===== src/rtl/fifo_wr_packer.sv =====
// fifo_wr_packer: packs RATIO narrow valid/ready beats into one FIFO word carrying {last, cnt, lanes}.
module fifo_wr_packer #(
  parameter int IN_WIDTH = 8,
  parameter int RATIO = 4,
  localparam int CNT_W = $clog2(RATIO),
  localparam int OUT_WIDTH = IN_WIDTH * RATIO + CNT_W + 1
) (
  input  logic                 wr_clk,
  input  logic                 wr_rst,
  input  logic                 s_valid,
  output logic                 s_ready,
  input  logic [IN_WIDTH-1:0]  s_data,
  input  logic                 s_last,
  input  logic                 flush,
  input  logic                 fifo_full,
  output logic                 fifo_wr_en,
  output logic [OUT_WIDTH-1:0] fifo_wr_data,
  output logic [15:0]          word_cnt
);
  localparam int ACC_W = IN_WIDTH * RATIO;
  logic [ACC_W-1:0] acc, merged;
  logic [CNT_W-1:0] idx, cnt;
  logic [OUT_WIDTH-1:0] hold;
  logic hold_valid, room, accept, flush_ok, close;
  assign fifo_wr_en = hold_valid & ~fifo_full;
  // hold can take a new word if it is empty or being drained this cycle
  assign room = ~hold_valid | fifo_wr_en;
  assign s_ready = ~wr_rst & room;
  assign fifo_wr_data = hold;
  assign accept = s_valid & s_ready;
  assign flush_ok = flush & room & ((idx != '0) | accept);
  assign close = (accept & ((idx == CNT_W'(RATIO - 1)) | s_last)) | flush_ok;
  assign merged = accept ? (acc | (ACC_W'(s_data) << (idx * IN_WIDTH))) : acc;
  assign cnt = accept ? idx : idx - CNT_W'(1);
  always_ff @(posedge wr_clk or posedge wr_rst) begin
    if (wr_rst) begin
      acc <= '0;
      idx <= '0;
      hold <= '0;
      hold_valid <= 1'b0;
      word_cnt <= '0;
    end else begin
      if (close) begin
        hold <= {accept & s_last, cnt, merged};
        acc <= '0;
        idx <= '0;
      end else if (accept) begin
        acc <= merged;
        idx <= idx + CNT_W'(1);
      end
      hold_valid <= close | (hold_valid & ~fifo_wr_en);
      if (fifo_wr_en) word_cnt <= word_cnt + 16'd1;
    end
  end
endmodule


===== config.mk =====
export PLATFORM = sky130hd
export DESIGN_NAME = fifo_wr_packer
export DESIGN_NICKNAME = d
export VERILOG_FILES = /design/src/rtl/fifo_wr_packer.sv
export SDC_FILE = /design/constraint.sdc
export NUM_CORES = 1
export LEC_CHECK = 0
export ABC_AREA = 1
export CORE_ASPECT_RATIO = 0.9
export CORE_MARGIN = 5
export CORE_UTILIZATION = 48
export DETAILED_ROUTE_END_ITERATION = 16
export PLACE_DENSITY_LB_ADDON = 0.2
export SKIP_LAST_GASP = 1
export SLEW_MARGIN = 15
export SYNTH_ARGS = -nofsm -noshare
export SYNTH_HDL_FRONTEND = slang
export SYNTH_SLANG_ARGS = --single-unit

===== constraint.sdc =====
create_clock -name wr_clk -period 2.43 [get_ports wr_clk]
set_input_delay 0.3645 -clock wr_clk [delete_from_list [all_inputs] [get_ports wr_clk]]
set_output_delay 0.3645 -clock wr_clk [all_outputs]
set_load 0.1 [all_outputs]

Word level (Yosys, flattened, before mapping)
Cells that the tools add are included.
{"block": "totals", "output_inout_bits": 53, "latchBits": 0, "wordCells": 36, "register_bits": 86, "memories": 0, "ramBits": 0, "mem_bits_ro": 0, "input_bits": 14}
{"block": "op_classes", "add_sub_neg": 3, "n_eq_ne": 1, "magnitude_cmp": 0, "reduce_logical": 2, "n_mul": 0, "bitwise_logic": 18, "mux": 6, "shifts": 1, "n_div": 0}
{"operator": "$mux W32", "count": 3}
{"operator": "$or A32 B32 Y32", "count": 1}
{"operator": "$shl A8 B5 Y32", "count": 1}
{"operator": "$add A16 B1 Y16 const B", "count": 1}
{"operator": "$and A1 B1 Y1", "count": 8}
{"operator": "$mux W2", "count": 3}
{"operator": "$or A1 B1 Y1", "count": 5}
{"operator": "$not A1 Y1", "count": 4}
{"operator": "$reduce_bool A2 Y1", "count": 2}
{"operator": "$add A2 B1 Y2 const B", "count": 1}
{"operator": "$eq A2 B2 Y1 const B", "count": 1}
{"operator": "$sub A2 B1 Y2 const B", "count": 1}

Depth between registers and ports, before layout
Gate-level depths: netlist of the first run.
{"block": "logic_depth", "depth_word": 9, "depth_mapped": 9}

Worst setup path after synthesis of the first run
No wires, ideal clock.
{"block": "synth_path", "kind": "input -> register", "from": "in wr_rst", "to": "reg hold[10] (netlist: fifo_wr_data[10])", "t_arrival_ns": 3.109, "path_buffers": 2, "path_stages": 8, "path_slack_ns": -0.800, "t_required_ns": 2.309, "path_cell_list": "inv_1 nand3_4 nand2_1 nand3_2 buf_4 buf_4 nand3_1 nand2_1"}
{"block": "synth_between", "elab_chain_len": 6, "elab_cells_between_ends": 8, "classes_between": "1 x mux; 7 x bitwise"}
{"item": "start, declared", "line": "9", "rtl": "input logic wr_rst,"}
{"item": "$not A1 Y1 *", "line": "28", "rtl": "assign s_ready = ~wr_rst & room;"}
{"item": "$and A1 B1 Y1 *", "line": "28"}
{"item": "$and A1 B1 Y1 *", "line": "30", "rtl": "assign accept = s_valid & s_ready;"}
{"item": "$or A1 B1 Y1", "line": "31", "rtl": "assign flush_ok = flush & room & ((idx != '0) | accept);"}
{"item": "$and A1 B1 Y1", "line": "31"}
{"item": "$or A1 B1 Y1", "line": "32", "rtl": "assign close = (accept & ((idx == CNT_W'(RATIO - 1)) | s_last)) | flush_ok;"}
{"item": "end signal, assigned", "line": "44", "rtl": "hold <= {accept & s_last, cnt, merged};"}
{"item": "end, declared", "line": "23", "rtl": "logic [OUT_WIDTH-1:0] hold;"}
Mark *: on every way between the ends. The rest lies on a longest branch, timed or not.
A chain may end at the register's enable or synchronous reset.

Final worst setup path of the first run
{"block": "layout_path", "from": "in fifo_full", "to": "reg hold[31] (netlist: fifo_wr_data[31])"}
{"block": "layout_between", "elab_chain_len": 8, "elab_cells_between_ends": 11, "classes_between": "1 x mux; 10 x bitwise"}
{"item": "start, declared", "line": "15", "rtl": "input logic fifo_full,"}
{"item": "$not A1 Y1 *", "line": "25", "rtl": "assign fifo_wr_en = hold_valid & ~fifo_full;"}
{"item": "$and A1 B1 Y1 *", "line": "25"}
{"item": "$or A1 B1 Y1 *", "line": "27", "rtl": "assign room = ~hold_valid | fifo_wr_en;"}
{"item": "$and A1 B1 Y1", "line": "28"}
{"item": "$and A1 B1 Y1", "line": "30"}
{"item": "$or A1 B1 Y1", "line": "31"}
{"item": "$and A1 B1 Y1", "line": "31"}
{"item": "$or A1 B1 Y1", "line": "32"}
Marked as above.

==> run summary, run 1 <==
Hold Buf Count CTS: 0
Startpoint Class: input port
worst skew pair latency: 360 ps
Crit Path Max Fanout: 17
combinational share of power: 52.2%
register area share after synthesis: 54.8%
post-synth cell types: 27
IO Count: 67
post-synthesis adder-cell area fraction: 0.957%
post-synthesis mux area share: 0%
critical path class: input port to register
via-per-instance ratio: 4.85
die width: 105 um
static leakage: 2.85 nW
ratio of cells with drive above 1 in the final layout: 18.0%
CTS clock-pin slew for the worst setup and hold paths: 90 ps
drt wl/cell: 13.3 um
Post-DP HPWL: 5800 um
clk sinks: 86
Syn Std Cell Area: 3920 sq um
final setup violation count: 0
syn_area_per_cell: 8.46 sq um
dpl cell area: 4530 sq um
cell accounting for the most synthesized area: dfrtp_1
Worst EP arrival: 2070 ps
Seq pwr share: 32.7%
Total Nets Final: 546
fin crit share: 72.8%
# port buffers: 66
max-slew violations: 0
flops & latches, synth: 86
core area: 8030 sq um
Die Ht: 95.8 um
total wire length: 8440 um
clock power share: 15.1%
Diodes inserted: 0
GR Overflow Total: 0
Post-synth EDFFs: 0
VDD IR-drop max: 821 uV
Synth Area in Compound Gates: 5.42%
Synth Area in Simple Gates: 26.1%
initial antenna violation count: 0
Min Hold Slack: 489 ps
Synth Warn #: 0
Util after Layout: 58.7%
Post-synth ARST share: 100%
Max clock buf depth: 2
DRT iter0 DRCs: 158
Setup WS post-layout: 661 ps
number of detailed-route iterations in the first pass: 4
largest net degree at the start of global routing: 87
largest family of logic cells by synthesized area: simple AND/OR/NAND/NOR gates
relative slew slack: 48.6%
Starting Density: 48.9%
routed vias: 3067
die area: 10100 sq um
fin crit period: 1770 ps
Num CTS Buffers: 9
crit path capture type: register
Yosys top cell area share: 54.8%
total track usage: 18.7%
syn_nets: 481
Clock Skews: 15.2 ps
Max-cap violations: 0
Final Total Pwr: 6.16 mW
top area cells in the synthesized netlist: dfrtp_1 55%, nand2_1 12%, inv_1 6.4%
status: finished, final reports clean
row cnt: 31
Post-synth top flop: dfrtp_1
post-cts sizing count: 0
Post-Synth XOR/XNOR Area: 2.01%
Root Buffer: clkbuf_8
postcts setup bufs: 0
Worst Max-Slew Pin Slew: 771 ps
Net Sw Frac: 53.2%
fmax: 565 MHz
first-pass GRT wire length: 15100 um
min-delay worst type: register to register
internal power: 2.88 mW
drt drc: 0
TritonCTS clock tree: built
cells after synthesis: 464
P_sw: 3.28 mW
unrepaired setup endpoints after global routing: false
gpl congestion: 0.812
vias in the first global route: 3087
pwr dens: 1310 nW/um^2
top-count cell post-synth: nand2_1
Worst Path Required: 2730 ps
Filler cells: 754
commonest cells in the netlist: 122 x nand2_1, 86 x dfrtp_1, 67 x inv_1
post-route ant nets: 0
pre-CTS WS: 301 ps
Final Hold Viols: 0
CTS HTree Levels: 3
synth-to-layout area growth: 20.2%
final instance area: 4720 sq um
-- through the flow --
step / cells / TNS, ps
3_5_place_dp: 617 / 0
6_report: 633 / 0
4_1_cts: 633 / 0
2_1_floorplan: 464 / -13780
3_3_place_gp: 617 / 0
5_1_grt: 633 / 0
-- cell families (layout without fill, tap and decap cells) --
kind of cell / Yosys count / count (layout)
buffers and inverters: 90 / 160
DFF: 86 / 86
and+or+nand+nor: 240 / 240
xor gates and xnor gates: 9 / 9
AOI/OAI and AO/OA: 36 / 36
adders and majority gates: 3 / 3
-- worst paths after layout --
| path | start | to | slack [ps] | depth (start not counted) |
|---|---|---|---|---|
| setup / recovery | fifo_full | fifo_wr_data[31]$_DFFE_PP0P_ | 660 | 8 |
| hold / removal | acc[30]$_DFFE_PP0P_ | acc[30]$_DFFE_PP0P_ | 490 | 2 |
| setup reg to reg | idx[1]$_DFFE_PP0P_ | fifo_wr_data[31]$_DFFE_PP0P_ | 720 | 6 |
| hold reg to reg | acc[30]$_DFFE_PP0P_ | acc[30]$_DFFE_PP0P_ | 490 | 2 |
| max in group asynchronous | wr_rst | fifo_wr_data[15]$_DFFE_PP0P_ | 1220 | 3 |
| min in group asynchronous | wr_rst | fifo_wr_data[5]$_DFFE_PP0P_ | 690 | 3 |
-- cell usage in the layout (no fill, tap or decap), types with 2 or more instances in the layout --
master           instances
a21oi_1                 26
a21oi_2                  7
buf_12                   3
buf_4                   58
clkbuf_8                10
clkdlybuf4s50_1         13
clkinv_4                 3
clkinvlp_4               2
dfrtp_1                 86
ha_1                     3
inv_1                   66
nand2_1                122
nand2_2                  2
nand3_1                 40
nand3_2                  2
nand4_1                  8
nor2_1                  54
nor2_2                   3
nor3_1                   6
xnor2_1                  3
xor2_1                   6
-- routing by layer --
metal	GRT usage, %	routed length [um]	up-vias
li1	-	-	1556
met1	25.5	4040	1441
met2	29.8	3920	63
met3	5.16	377	7
met4	5.36	98	0
met5	0	0	-
-- cell type report --
cell class	count	area, sq um	share of cell area (%)
Inverter	69	263	5.57
Clock buffer	11	141	3.00
Sequential cell	86	2150	45.6
Clock inverter	5	42.5	0.902
Multi-Input combinational cell	288	1360	28.8
Timing Repair Buffer	75	637	13.5
Tap cell	99	124	2.63
-- power groups by stage --
stage	Clock (mW)	Combinational, mW	Sequential (mW)
CTS	0.966	3.24	2.02
floorplan	0	0.961	3.64
global route	1.03	3.43	2.07
detailed placement	0	3.24	2.04
global placement	0	3.22	2.03
finish	0.931	3.22	2.01
-- sequential cells by signal, summed over array words and instances (netlist names) --
signal	cells
fifo_wr_data	35
acc	32
word_cnt	16
idx	2
hold_valid	1
-- critical path, cell delays in order --
cell,delay [ps]
clkdlybuf4s50_1,490
nand2_2,150
nand3_4,110
nor2_2,540
a21oi_1,190
inv_1,100
nand2_1,50
nand2_1,60
No activity file was read; power rests on OpenSTA's default activity.
==> run 2, diff against run 1 <==
clock period = 1.5 ns   (was 2.43 ns; I/O delays follow)
==> run summary, run 2 (synthesis gave the netlist of run 1 again) <==
commonest non-fill, non-tap cells in the layout: 120 x nand2_1, 75 x dfrtp_1, 65 x inv_1
worst r2r path cells: 6
largest net degree at the start of global routing: 50
Worst Max-Slew Pin Slew: 485 ps
Filler cells: 572
unrepaired setup endpoints after global routing: true
fin crit share: 100%
first-pass GRT wire length: 15600 um
clk sinks: 86
Crit Path Max Fanout: 6
fin cells: 656
CTS clock-pin slew for the worst setup and hold paths: 80 ps
failing checks: negative setup slack
gpl congestion: 0.829
Largest register FFs: 35
# port buffers: 66
core area: 8030 sq um
drt drc: 0
CTS HTree Levels: 3
critical path class: register to register
register area: 2180 sq um
RR Endpoint: acc[3]$_DFFE_PP0P_
fin crit period: 1510 ps
total wire length: 9700 um
IO Count: 67
number of detailed-route iterations in the first pass: 4
fmax: 664 MHz
Diodes inserted: 0
Root Buffer: clkbuf_8
via-per-instance ratio: 4.98
die width: 105 um
max-slew violations: 0
DRT iter0 DRCs: 190
Startpoint Class: register
Max-cap violations: 0
relative slew slack: 67.7%
area occupied by multi-input gates: 1440 sq um
Die Ht: 95.8 um
placed cells: 636
final setup violation count: 1
Setup WS post-layout: -5.41 ps
row cnt: 31
die area: 10100 sq um
vias in the first global route: 3298
Worst EP arrival: 1780 ps
pwr dens: 2060 nW/um^2
Starting Density: 48.9%
synth-to-layout area growth: 46.4%
crit path capture type: register
post-route ant nets: 0
Util after Layout: 71.6%
r2r startpoint: idx[0]$_DFFE_PP0P_
VDD IR-drop max: 1670 uV
Num CTS Buffers: 9
initial antenna violation count: 0
Total Nets Final: 570
R2R Setup Slk: -5 ps
Max clock buf depth: 2
static leakage: 3.18 nW
commonest non-fill, non-tap cell in the layout: nand2_1
worst skew pair latency: 350 ps
TritonCTS clock tree: built
Final Hold Viols: 0
Clock Skews: 8.35 ps
routed vias: 3268
status: finished with violations
Worst Path Required: 1780 ps
total track usage: 19.4%
Post-DP HPWL: 6660 um
drt wl/cell: 14.8 um
ratio of cells with drive above 1 in the final layout: 25.0%
GR Overflow Total: 0
min-delay worst type: input port to asynchronous set/reset pin
-- run 2: routing by layer --
metal | vias to the layer above | global-route usage, % | wire length, um
li1 | 1606 | - | -
met1 | 1557 | 24.8 | 4100
met2 | 96 | 33.5 | 5050
met3 | 9 | 3.55 | 443
met4 | 0 | 7.10 | 108
met5 | - | 0 | 0
-- run 2: layout make-up --
cell class                      count  share of cell area (%)
Tap cell                           99                    2.16
Clock inverter                      4                   0.828
Multi-Input combinational cell    288                    25.1
Timing Repair Buffer               99                    26.9
Sequential cell                    86                    37.9
Inverter                           69                    4.66
Clock buffer                       11                    2.46
-- run 2: worst max-delay path by stage --
stage | from | depth (start not counted) | slack (ps) | endpoint
5_1_grt | idx[0]$_DFFE_PP0P_ | 6 | -70 | acc[3]$_DFFE_PP0P_
2_1_floorplan | wr_rst | 9 | -1030 | fifo_wr_data[0]$_DFFE_PP0P_
6_report | idx[0]$_DFFE_PP0P_ | 6 | -5 | acc[3]$_DFFE_PP0P_
4_1_cts | wr_rst | 9 | -10 | acc[3]$_DFFE_PP0P_
3_3_place_gp | wr_rst | 9 | -300 | acc[4]$_DFFE_PP0P_
3_5_place_dp | wr_rst | 9 | -400 | acc[3]$_DFFE_PP0P_
-- run 2: stage by stage --
stage / power (mW) / hold slack, ps / instance area [sq um] / setup WS (ps) / TNS, ps
2_1_floorplan: 7.52 / 342 / 4000 / -1030 / -70310
3_3_place_gp: 9.88 / 462 / 5400 / -298 / -17120
3_5_place_dp: 10.0 / 473 / 5400 / -403 / -22440
4_1_cts: 11.6 / 493 / 5610 / -14.8 / -17.5
5_1_grt: 12.3 / 211 / 5750 / -71.4 / -826
6_report: 11.8 / 137 / 5750 / -5.41 / -5.41
-- run 2: critical path, cell delays in order, from the launching register on --
cell     delay [ps]
dfrtp_1         430
ha_2            220
o21ai_4         260
nand2_8         140
buf_12          160
buf_6           120
nor2_1          100
-- run 2: what timing repair did --
action                                 CTS  global route
endpoints found under the hold margin    0             0
gates cloned                             0             2
hold buffers                             0             0
buffers inserted                         2             2
pin swaps                                0             4
resized for setup                        3            18
setup endpoints to repair               23            43
-- run 2: report_power, final --
| part | internal, mW | leakage (nW) | total, mW | switching [mW] |
|---|---|---|---|---|
| combinational | 2.38 | 1.95 | 6.74 | 4.36 |
| sequential | 2.93 | 1.14 | 3.50 | 0.569 |
| clock | 0.802 | 0.0952 | 1.60 | 0.802 |
==> run 3, diff against run 2 <==
MAX_ROUTING_LAYER = met4   (was unset)
==> run summary, run 3 (synthesis gave the netlist of run 1 again) <==
Startpoint Class: register
Crit Path Max Fanout: 6
total wire length: 9580 um
Starting Density: 48.9%
core area: 8030 sq um
unrepaired setup endpoints after global routing: true
Setup WS post-layout: -9.91 ps
critical path class: register to register
CTS HTree Levels: 3
vias in the first global route: 3193
CTS clock-pin slew for the worst setup and hold paths: 90 ps
# port buffers: 66
worst skew pair latency: 350 ps
DRT iter0 DRCs: 148
status: finished with violations
RR Endpoint: acc[3]$_DFFE_PP0P_
min-delay worst type: input port to asynchronous set/reset pin
largest net degree at the start of global routing: 50
IO Count: 67
placed cells: 635
Final Hold Viols: 0
R2R Setup Slk: -10 ps
pwr dens: 2060 nW/um^2
gpl congestion: 0.842
fin crit share: 101%
post-route ant nets: 0
Final Total Pwr: 11.9 mW
Min Hold Slack: 134 ps
fin crit period: 1510 ps
Util after Layout: 72.3%
routed vias: 3296
Filler cells: 563
Top Layer Used: met4
VDD IR-drop max: 1630 uV
met3 WL: 452 um
Total Nets Final: 572
Worst Max-Slew Pin Slew: 484 ps
crit path capture type: register
Num CTS Buffers: 9
max-slew violations: 0
Hold Buf Count CTS: 0
final instance area: 5800 sq um
crit path from: idx[0]$_DFFE_PP0P_
total track usage: 19.7%
Root Buffer: clkbuf_8
Post-DP HPWL: 6480 um
end point of the critical path: acc[3]$_DFFE_PP0P_
final setup violation count: 3
Largest register FFs: 35
clk sinks: 86
commonest non-fill, non-tap cell in the layout: nand2_1
ratio of cells with drive above 1 in the final layout: 25.5%
initial antenna violation count: 0
die area: 10100 sq um
worst r2r path cells: 6
fin cells: 659
Max-cap violations: 0
drt drc: 0
failing checks: negative setup slack
static leakage: 3.21 nW
Max clock buf depth: 2
dpl cell area: 5370 sq um
synth-to-layout area growth: 47.9%
relative slew slack: 67.8%
commonest non-fill, non-tap cells in the layout: 118 x nand2_1, 75 x dfrtp_1, 65 x inv_1
r2r startpoint: idx[0]$_DFFE_PP0P_
TritonCTS clock tree: built
pre-CTS WS: -346 ps
via-per-instance ratio: 5.00
Worst Path Required: 1780 ps
die width: 105 um
fmax: 662 MHz
drt wl/cell: 14.5 um
WL met2: 4890 um
Diodes inserted: 0
GR Overflow Total: 0
Worst EP arrival: 1790 ps
met1 wire length: 4150 um
row cnt: 31
first-pass GRT wire length: 15300 um
Post-Route Setup TNS: -15.8 ps
Die Ht: 95.8 um
number of detailed-route iterations in the first pass: 4
Clock Skews: 16.1 ps
## run 3: worst min-delay path by stage
stage,start,endpoint,slack [ps],depth (start not counted)
floorplan,s_last,fifo_wr_data[34]$_DFFE_PP0P_,340,2
global placement,acc[25]$_DFFE_PP0P_,acc[25]$_DFFE_PP0P_,460,2
detailed placement,acc[30]$_DFFE_PP0P_,acc[30]$_DFFE_PP0P_,470,2
CTS,s_last,fifo_wr_data[34]$_DFFE_PP0P_,470,3
global route,wr_rst,word_cnt[2]$_DFFE_PP0P_,160,3
finish,wr_rst,word_cnt[11]$_DFFE_PP0P_,130,3
## run 3: routing by layer
| layer | vias up | GRT usage [%] |
|---|---|---|
| met2 | 75 | 32.1 |
| met1 | 1596 | 25.3 |
| met4 | 0 | 3.83 |
| met5 | - | - |
| met3 | 10 | 5.10 |
| li1 | 1615 | - |
## run 3: layout make-up
class	count	area, sq um	area share, %
multi-input combinational	288	1440	24.8
timing repair buffer	101	1580	27.3
clock buffer	12	155	2.67
tap	99	124	2.14
inverter	69	265	4.57
clock inverter	4	55.1	0.949
sequential	86	2180	37.5
## run 3: worst max-delay path, cell delays in order, from the launching register on
cell     delay (ps)
dfrtp_1         430
ha_1            260
o21ai_4         240
nand2_8         140
buf_12          160
buf_4           130
nor2_1           80
## run 3: repair_timing
action                                  CTS  global route
buffers inserted                          2             3
endpoints found under the setup margin    6            60
pin swaps                                 0             9
gates resized for setup                   2            20
gates cloned                              0             4
## run 3: where the power goes
| group | leakage, nW | total [mW] | internal, mW | switching, mW |
|---|---|---|---|---|
| combinational | 1.97 | 6.75 | 2.42 | 4.32 |
| sequential | 1.14 | 3.51 | 2.93 | 0.572 |
| clock | 0.103 | 1.69 | 0.868 | 0.822 |
| total | 3.21 | 11.9 | 6.23 | 5.72 |
